--- src/rtl/mod3_pkg.sv ---
// Shared definitions for the mod-3 serializer front end: state encoding,
// default word length and the down-counter width helper.
// Optional result path: MOD3_SER_RESULT_EN (DONE state is always encoded).
package mod3_pkg;

    typedef enum logic [1:0] {
        IDLE  = 2'd0,
        CLR   = 2'd1,
        SHIFT = 2'd2,
        DONE  = 2'd3
    } state_t;

    localparam int WIDTH_DEFAULT = 8;

    // Bits needed for a counter that runs WIDTH-1 down to 0.
    function automatic int cnt_width(input int width);
        return (width <= 2) ? 1 : $clog2(width);
    endfunction

endpackage

--- src/rtl/mod3_serializer_if.sv ---
// Word handshake plus serial/FSM-side signals of the mod-3 serializer.
// With MOD3_SER_RESULT_EN defined the interface also carries mod3_in,
// result and result_valid.
interface mod3_serializer_if
    import mod3_pkg::*;
#(
    parameter int WIDTH = WIDTH_DEFAULT
);
    logic [WIDTH-1:0] in_data;
    logic             in_valid;
    logic             in_ready;
    logic             bit_out;
    logic             bit_valid;
    logic             frame_clr;
    logic             busy;
    logic             fsm_rst;
`ifdef MOD3_SER_RESULT_EN
    logic             mod3_in;
    logic             result;
    logic             result_valid;

    modport master (
        output in_data, in_valid, mod3_in,
        input  in_ready, bit_out, bit_valid, frame_clr, busy, fsm_rst,
        input  result, result_valid
    );

    modport slave (
        input  in_data, in_valid, mod3_in,
        output in_ready, bit_out, bit_valid, frame_clr, busy, fsm_rst,
        output result, result_valid
    );
`else
    modport master (
        output in_data, in_valid,
        input  in_ready, bit_out, bit_valid, frame_clr, busy, fsm_rst
    );

    modport slave (
        input  in_data, in_valid,
        output in_ready, bit_out, bit_valid, frame_clr, busy, fsm_rst
    );
`endif
endinterface

--- src/rtl/piso_shreg.sv ---
// Parallel-in serial-out shift register, MSB first. Load has priority
// over shift; the MSB tap presents the next bit to send.
module piso_shreg #(
    parameter int WIDTH = 8
) (
    input  logic             clk,
    input  logic             rst,
    input  logic             load,
    input  logic             shift,
    input  logic [WIDTH-1:0] din,
    output logic             msb
);
    logic [WIDTH-1:0] sreg;

    // Capture a new word or move the remaining bits one place toward the MSB.
    // NOTE: a plain data register like this could skip reset; it is reset
    // anyway so no stale word is ever visible on the tap after rst.
    always_ff @(posedge clk or posedge rst) begin
        if (rst) begin
            sreg <= '0;
        end else if (load) begin
            sreg <= din;
        end else if (shift) begin
            sreg <= {sreg[WIDTH-2:0], 1'b0};
        end
    end

    assign msb = sreg[WIDTH-1];

endmodule

--- src/rtl/mod3_serializer.sv ---
// Parallel-to-serial front end for the divisible-by-3 bit-serial FSM.
// Accepts a word, clears the FSM for one cycle, then shifts the word out
// MSB first. Define MOD3_SER_RESULT_EN to add the DONE state and return
// the FSM's verdict as a one-cycle result pulse.
module mod3_serializer
    import mod3_pkg::*;
#(
    parameter int WIDTH = WIDTH_DEFAULT
) (
    input  logic              clk,
    input  logic              rst,
    mod3_serializer_if.slave  bus
);
    localparam int CW = cnt_width(WIDTH);

    state_t          state;
    logic [CW-1:0]   cnt;
    logic            load_en;
    logic            shift_en;
    logic            msb;
    logic            bit_out_q;
    logic            bit_valid_q;
    logic            frame_clr_q;
`ifdef MOD3_SER_RESULT_EN
    logic            result_q;
    logic            result_valid_q;
`endif

    // The shift register is loaded on acceptance and advanced each time a
    // bit is moved from its MSB tap into bit_out.
    assign load_en  = (state == IDLE) && bus.in_valid;
    assign shift_en = (state == CLR) || ((state == SHIFT) && (cnt != '0));

    piso_shreg #(.WIDTH(WIDTH)) u_shreg (
        .clk   (clk),
        .rst   (rst),
        .load  (load_en),
        .shift (shift_en),
        .din   (bus.in_data),
        .msb   (msb)
    );

    // Frame sequencer: IDLE -> CLR -> SHIFT (-> DONE) -> IDLE, outputs registered.
    // NOTE: every state and output register uses <= so all of them update
    // together from the values sampled before the edge.
    always_ff @(posedge clk or posedge rst) begin
        if (rst) begin
            state          <= IDLE;
            cnt            <= '0;
            bit_out_q      <= 1'b0;
            bit_valid_q    <= 1'b0;
            frame_clr_q    <= 1'b0;
`ifdef MOD3_SER_RESULT_EN
            result_q       <= 1'b0;
            result_valid_q <= 1'b0;
`endif
        end else begin
            case (state)
                IDLE: begin
`ifdef MOD3_SER_RESULT_EN
                    result_valid_q <= 1'b0;
`endif
                    if (bus.in_valid) begin
                        frame_clr_q <= 1'b1;
                        state       <= CLR;
                    end
                end
                CLR: begin
                    frame_clr_q <= 1'b0;
                    cnt         <= CW'(WIDTH - 1);
                    bit_out_q   <= msb;
                    bit_valid_q <= 1'b1;
                    state       <= SHIFT;
                end
                SHIFT: begin
                    if (cnt == '0) begin
                        bit_out_q   <= 1'b0;
                        bit_valid_q <= 1'b0;
`ifdef MOD3_SER_RESULT_EN
                        state       <= DONE;
`else
                        state       <= IDLE;
`endif
                    end else begin
                        cnt       <= cnt - CW'(1);
                        bit_out_q <= msb;
                    end
                end
`ifdef MOD3_SER_RESULT_EN
                DONE: begin
                    // The FSM output now reflects the whole word.
                    result_q       <= bus.mod3_in;
                    result_valid_q <= 1'b1;
                    state          <= IDLE;
                end
`endif
                default: state <= IDLE;
            endcase
        end
    end

    assign bus.in_ready  = (state == IDLE);
    assign bus.busy      = (state != IDLE);
    assign bus.bit_out   = bit_out_q;
    assign bus.bit_valid = bit_valid_q;
    assign bus.frame_clr = frame_clr_q;
    // frame_clr comes straight from a flop, so this reset is glitch-free.
    assign bus.fsm_rst   = rst | frame_clr_q;
`ifdef MOD3_SER_RESULT_EN
    assign bus.result       = result_q;
    assign bus.result_valid = result_valid_q;
`endif

endmodule
--- src/flat_wrapper.sv ---
// flat-port wrapper written by rule: the top's interface ports become plain ports
module mod3_serializer_flat import mod3_pkg::*;
#(
    parameter int WIDTH = WIDTH_DEFAULT
)
  (clk, rst, bus_in_data, bus_in_valid, bus_in_ready, bus_bit_out, bus_bit_valid, bus_frame_clr, bus_busy, bus_fsm_rst);
  mod3_serializer_if #(.WIDTH(WIDTH)) bus_i ();
  input  logic clk;
  input  logic rst;
  input wire logic [$bits(bus_i.in_data)-1:0] bus_in_data;
  input wire logic [$bits(bus_i.in_valid)-1:0] bus_in_valid;
  output wire logic [$bits(bus_i.in_ready)-1:0] bus_in_ready;
  output wire logic [$bits(bus_i.bit_out)-1:0] bus_bit_out;
  output wire logic [$bits(bus_i.bit_valid)-1:0] bus_bit_valid;
  output wire logic [$bits(bus_i.frame_clr)-1:0] bus_frame_clr;
  output wire logic [$bits(bus_i.busy)-1:0] bus_busy;
  output wire logic [$bits(bus_i.fsm_rst)-1:0] bus_fsm_rst;
  assign bus_i.in_data = bus_in_data;
  assign bus_i.in_valid = bus_in_valid;
  assign bus_in_ready = bus_i.in_ready;
  assign bus_bit_out = bus_i.bit_out;
  assign bus_bit_valid = bus_i.bit_valid;
  assign bus_frame_clr = bus_i.frame_clr;
  assign bus_busy = bus_i.busy;
  assign bus_fsm_rst = bus_i.fsm_rst;
  mod3_serializer #(.WIDTH(WIDTH)) u_core (.clk(clk), .rst(rst), .bus(bus_i));
endmodule
--- config.mk ---
export PLATFORM = sky130hd
export DESIGN_NAME = mod3_serializer_flat
export DESIGN_NICKNAME = d
export VERILOG_FILES = /design/src/rtl/mod3_pkg.sv /design/src/rtl/mod3_serializer_if.sv /design/src/rtl/piso_shreg.sv /design/src/rtl/mod3_serializer.sv /design/src/flat_wrapper.sv
export SDC_FILE = /design/constraint.sdc
export NUM_CORES = 1
export LEC_CHECK = 0
export ABC_AREA = 1
export BUFFER_PORTS_ARGS = -buffer_cell sky130_fd_sc_hd__buf_4
export CORE_MARGIN = 5
export CORE_UTILIZATION = 50
export CTS_BUF_LIST = sky130_fd_sc_hd__clkbuf_8
export CTS_CLUSTER_DIAMETER = 200
export DETAILED_ROUTE_END_ITERATION = 6
export PLACE_DENSITY_LB_ADDON = 0.2
export SLEW_MARGIN = 30
export SYNTH_ARGS = -nofsm -noshare
export SYNTH_HDL_FRONTEND = slang
export SYNTH_SLANG_ARGS = --single-unit
export TNS_END_PERCENT = 20
--- constraint.sdc ---
create_clock -name clk -period 3.2 [get_ports clk]
set_input_delay 0.48 -clock clk [delete_from_list [all_inputs] [get_ports clk]]
set_output_delay 0.48 -clock clk [all_outputs]
set_load 0.05 [all_outputs]
==> run summary, run 1 <==
Clock Path Buffers: 2
Setup Skew: 0.00423 ns
Routed length per instance: 11.1 um
Post-Syn Area: 912 um^2
GR Overflow Total: 0
Total of max-cap violations: 0
Most common cell after layout, fill and taps aside: nand2_1
Cell taking the most area after synthesis: dfrtp_1
Antenna viol nets, final: 0
#FFs+latches synth: 16
Worst EP required: 2.72 ns
Final instance area: 1070 um^2
CP arrival: 1.52 ns
Die Ht: 52.7 um
CTS Hold Buffers Added: 0
CTS tree: built
Final slew viol count: 0
Reg2reg end: u_core.u_shreg.sreg[1]
Mapped Cells: 118
RSZ-0062 raised after global routing: no
Syn_area_per_cell: 7.73 um^2
Total track usage: 15.4%
Setup WS pre-CTS: 1.47 ns
I/O pins: 17
Die width: 52.7 um
Initial antenna violation count: 0
Setup CP Type: register to output pin
CTS buffer count: 3
Iter 0 DRT Violations: 13
R2r worst-path depth: 6
Vias in the first global route: 781
Synth Net Count: 134
Sequential cell area fraction in the yosys report: 43.9%
Peak Freq: 499 MHz
Final #Nets: 152
Final worst path period need: 2.00 ns
Crit path to: bus_in_ready
Syn. warnings: 0
Fill count: 154
Slew HR: 59.3%
Largest net degree at the start of global routing: 17
First-pass GRT wire length: 3170 um
Initial Util: 52.8%
Peak VDD IR: 0.000877 V
Antenna cells: 0
Top post-synthesis cells by area: dfrtp_1 44%, nand2_1 22%, nand3_1 12%
Reg-to-reg critical path startpoint: u_core.state[0]
Core area: 1730 um^2
# H-tree levels: 1
Worst setup margin: 1.20 ns
Residual DRC: 0
Most frequent cells in the layout: 53 x nand2_1, 21 x nand3_1, 16 x buf_4, 16 x dfrtp_1, 13 x inv_1
Clk Latency, worst-skew pair: 0.24 ns
Placement Rows: 15
Drt pass-1 iters: 6
Static Leak: 0.618 nW
Sink Count: 16
CP Capture Type: output pin
P per Cell Area: 1040 nW/um^2
Crit Path Max Fanout: 12
Area Overhead vs Synth: 17.8%
Layout cells sized above 1: 17.9%
CTS Root Buffer Type: clkbuf_8
Library cells used by synthesis: 11
Fin crit share: 62.6%
Final setup TNS: 0 ns
DR vias: 775
Cell Area, Placed: 1030 um^2
Post-CTS Setup Bufs: 0
Area fraction of the dominant cell type after synthesis: 43.9%
Final WL: 1760 um
Hold Path Class: primary input to async pin
Clk slew on worst S/H paths: 0.06 ns
# setup viols final: 0
Die area: 2780 um^2
DP HPWL: 1320 um
Outcome: finished clean
Hold Vio Cnt, Final: 0
Final core utilization: 62.2%
Post-CTS Resized: 0
Worst Max-Slew Pin Slew: 0.610 ns
Routed vias/inst: 4.87
CP startpoint: u_core.state[0]
Worst reg-to-reg setup slack: 1.65 ns
GPL Wtd Cong: 0.799
Critical path startpoint category: register
Port bufs: 16
## power by group
part           switching, mW  internal [mW]
combinational          0.423          0.203
sequential            0.0526          0.294
clock                 0.0644         0.0832
## synth_stat cells
library cell,instances
buf_4,1
buf_6,2
inv_1,13
dfrtp_1,16
nand2_1,53
o21ai_0,2
ha_1,5
nand2_4,3
nand3_1,21
a21oi_4,1
or2_2,1
## sequential cells by signal (all words and copies together), names as in the netlist
signal and cells:
u_core.cnt 3, u_core.bus.bit_out 1, u_core.u_shreg.sreg 8, u_core.bus.frame_clr 1
u_core.state 2, u_core.bus.bit_valid 1
## through the flow
step	cells	total power, mW	hold WS, ns
after floorplan	118	0.850	0.394
after global placement	156	0.963	0.457
after detailed placement	156	0.981	0.465
after CTS	159	1.13	0.339
after global routing	159	1.23	0.381
final	159	1.12	0.315
## worst max-delay path, stage by stage, from the launching register on
cell and delay (ns):
dfrtp_1 0.40, inv_1 0.09, ha_1 0.48, buf_4 0.30
## worst min-delay path by stage
stage                         startpoint  slack, ns  cells past startpoint              endpoint
floorplan                            rst       0.39                      1    u_core.bus.bit_out
global placement    u_core.bus.bit_valid       0.46                      2  u_core.bus.bit_valid
detailed placement  u_core.bus.bit_valid       0.46                      2  u_core.bus.bit_valid
CTS                                  rst       0.34                      2       u_core.state[1]
global route                         rst       0.38                      2       u_core.state[1]
finish                               rst       0.31                      2       u_core.state[0]
## per-layer routing
metal | vias up | share of wire [%] | GRT usage (%)
li1 | 402 | - | -
met1 | 353 | 47 | 19.1
met2 | 18 | 48 | 26.4
met3 | 2 | 4.5 | 3.70
met4 | 0 | 0.57 | 3.83
met5 | - | 0 | 0
## logic make-up after synthesis
family	share of synthesized area, %
flip-flops	43.9
buffers and inverters	8.64
AND/OR/NAND/NOR	37.7
adder cells (fa/ha/maj)	6.86
AO/OA/AOI/OAI	2.88
## layout make-up
class / count / area [um^2] / share of cell area, %
multi-input combinational: 86 / 433 / 40.3
tap: 25 / 31.3 / 2.91
inverter: 13 / 48.8 / 4.54
sequential: 16 / 400 / 37.3
clock buffer: 3 / 41.3 / 3.84
timing repair buffer: 16 / 120 / 11.2
Note: power is estimated with default switching activity, not from simulation.
==> inputs of run 2 (changes only) <==
Clock period 3.2 ns to 1.8 ns, I/O delays scaled along.
==> run summary, run 2 (same netlist as run 1, synthesis figures left out) <==
Worst Max-Slew Pin Slew: 0.632 ns
CTS buffer count: 3
Drt pass-1 iters: 4
Total track usage: 15.5%
CTS Root Buffer Type: clkbuf_8
Hold Path Class: primary input to async pin
Area Overhead vs Synth: 18.1%
Final #Nets: 152
GR Overflow Total: 0
Total of max-cap violations: 0
Die width: 52.7 um
Outcome: finished clean
Peak Freq: 617 MHz
Largest net degree at the start of global routing: 17
R2r worst-path depth: 6
Met1 Wirelength: 857 um
Placement Rows: 15
Layout cells sized above 1: 18.7%
Fill count: 172
Initial antenna violation count: 0
Sink Count: 16
Antenna viol nets, final: 0
Largest regs: u_core.u_shreg.sreg x8, u_core.cnt x3, u_core.state x2
Peak VDD IR: 0.00116 V
Sw Ratio: 48.3%
NetSw: 974 uW
Final instance area: 1080 um^2
Worst reg-to-reg setup slack: 0.40 ns
Setup Skew: 0.00282 ns
Most common cell after layout, fill and taps aside: nand2_1
Sequential share of power: 30.7%
Post-CTS Setup Bufs: 0
# H-tree levels: 1
Die Ht: 52.7 um
Hold Vio Cnt, Final: 0
Largest register FFs: 8
# setup viols final: 0
Clock Path Buffers: 2
P per Cell Area: 1870 nW/um^2
Met2 wire len: 886 um
DR vias: 801
Core area: 1730 um^2
Residual DRC: 0
Initial Util: 52.8%
Final hold slack: 0.115 ns
Highest routed metal layer: met4
Most frequent cells in the layout: 53 x nand2_1, 21 x nand3_1, 16 x buf_4, 16 x dfrtp_1, 13 x inv_1
Clk Latency, worst-skew pair: 0.24 ns
Metal3 WL: 104 um
GPL Wtd Cong: 0.757
CTS tree: built
Clk slew on worst S/H paths: 0.06 ns
Cell Area, Placed: 1030 um^2
CP startpoint: u_core.state[0]
DP HPWL: 1350 um
RSZ-0062 raised after global routing: no
P_int: 1.04 mW
Final WL: 1870 um
Vias in the first global route: 729
Routed length per instance: 11.7 um
Setup CP Type: register to output pin
Reg-to-reg critical path startpoint: u_core.state[0]
Fin crit share: 90.1%
CP Capture Type: output pin
Final slew viol count: 0
Routed vias/inst: 5.04
Comb pwr share: 56.3%
Critical path startpoint category: register
First-pass GRT wire length: 3190 um
Slew HR: 57.8%
Largest Register: u_core.u_shreg.sreg
Die area: 2780 um^2
CP arrival: 1.35 ns
Iter 0 DRT Violations: 14
Static Leak: 0.617 nW
Final setup TNS: 0 ns
Worst EP required: 1.53 ns
Crit path to: bus_in_ready
Final worst path period need: 1.62 ns
Antenna cells: 0
Port bufs: 16
I/O pins: 17
Crit Path Max Fanout: 12
Reg2reg end: u_core.u_shreg.sreg[2]
Clock power share: 13.0%
[run 2: worst min-delay path by stage]
stage | from | end | slack (ns) | cells past startpoint
detailed placement | rst | u_core.bus.frame_clr | 0.40 | 2
finish | rst | u_core.state[0] | 0.11 | 2
global route | rst | u_core.state[0] | 0.16 | 2
CTS | rst | u_core.state[0] | 0.14 | 2
floorplan | rst | u_core.bus.bit_out | 0.18 | 1
global placement | rst | u_core.bus.frame_clr | 0.38 | 2
[run 2: worst max-delay path, cell delays in order, from the launching register on]
cell	delay [ns]
dfrtp_1	0.40
inv_1	0.09
ha_2	0.36
buf_4	0.26
[run 2: timing repair]
item / CTS / global route
hold buffers: 0 / 0
endpoints found under the hold margin: 0 / 0
setup endpoints to repair: 0 / 2
gates resized for setup: 0 / 1
[run 2: stage by stage]
stage          total power, mW  instances  worst slack, ns  utilization, %
6_report                  2.01        159            0.179            62.4
5_1_grt                   2.20        159           0.0603            62.4
4_1_cts                   2.02        159           0.0125            62.2
3_5_place_dp              1.75        156            0.291            59.9
3_3_place_gp              1.72        156            0.313            59.9
2_1_floorplan             1.51        118           0.0761               -
[run 2: area by class of cell]
type	count	area [um^2]	share of cell area (%)
Clock buffer	3	41.3	3.83
Inverter	13	48.8	4.53
Sequential cell	16	400	37.2
Tap cell	25	31.3	2.90
Timing Repair Buffer	16	120	11.1
Multi-Input combinational cell	86	435	40.4
[run 2: per-layer routing]
metal | up-vias | track usage, %
met2 | 22 | 24.8
met5 | - | 0
li1 | 403 | -
met4 | 0 | 4.26
met1 | 372 | 20.3
met3 | 4 | 4.27
[run 2: power groups by stage]
stage	logic, mW	clock network, mW	registers, mW
2_1_floorplan	0.813	0	0.698
3_3_place_gp	1.10	0	0.615
3_5_place_dp	1.12	0	0.621
4_1_cts	1.13	0.273	0.617
5_1_grt	1.27	0.289	0.637
6_report	1.13	0.263	0.618
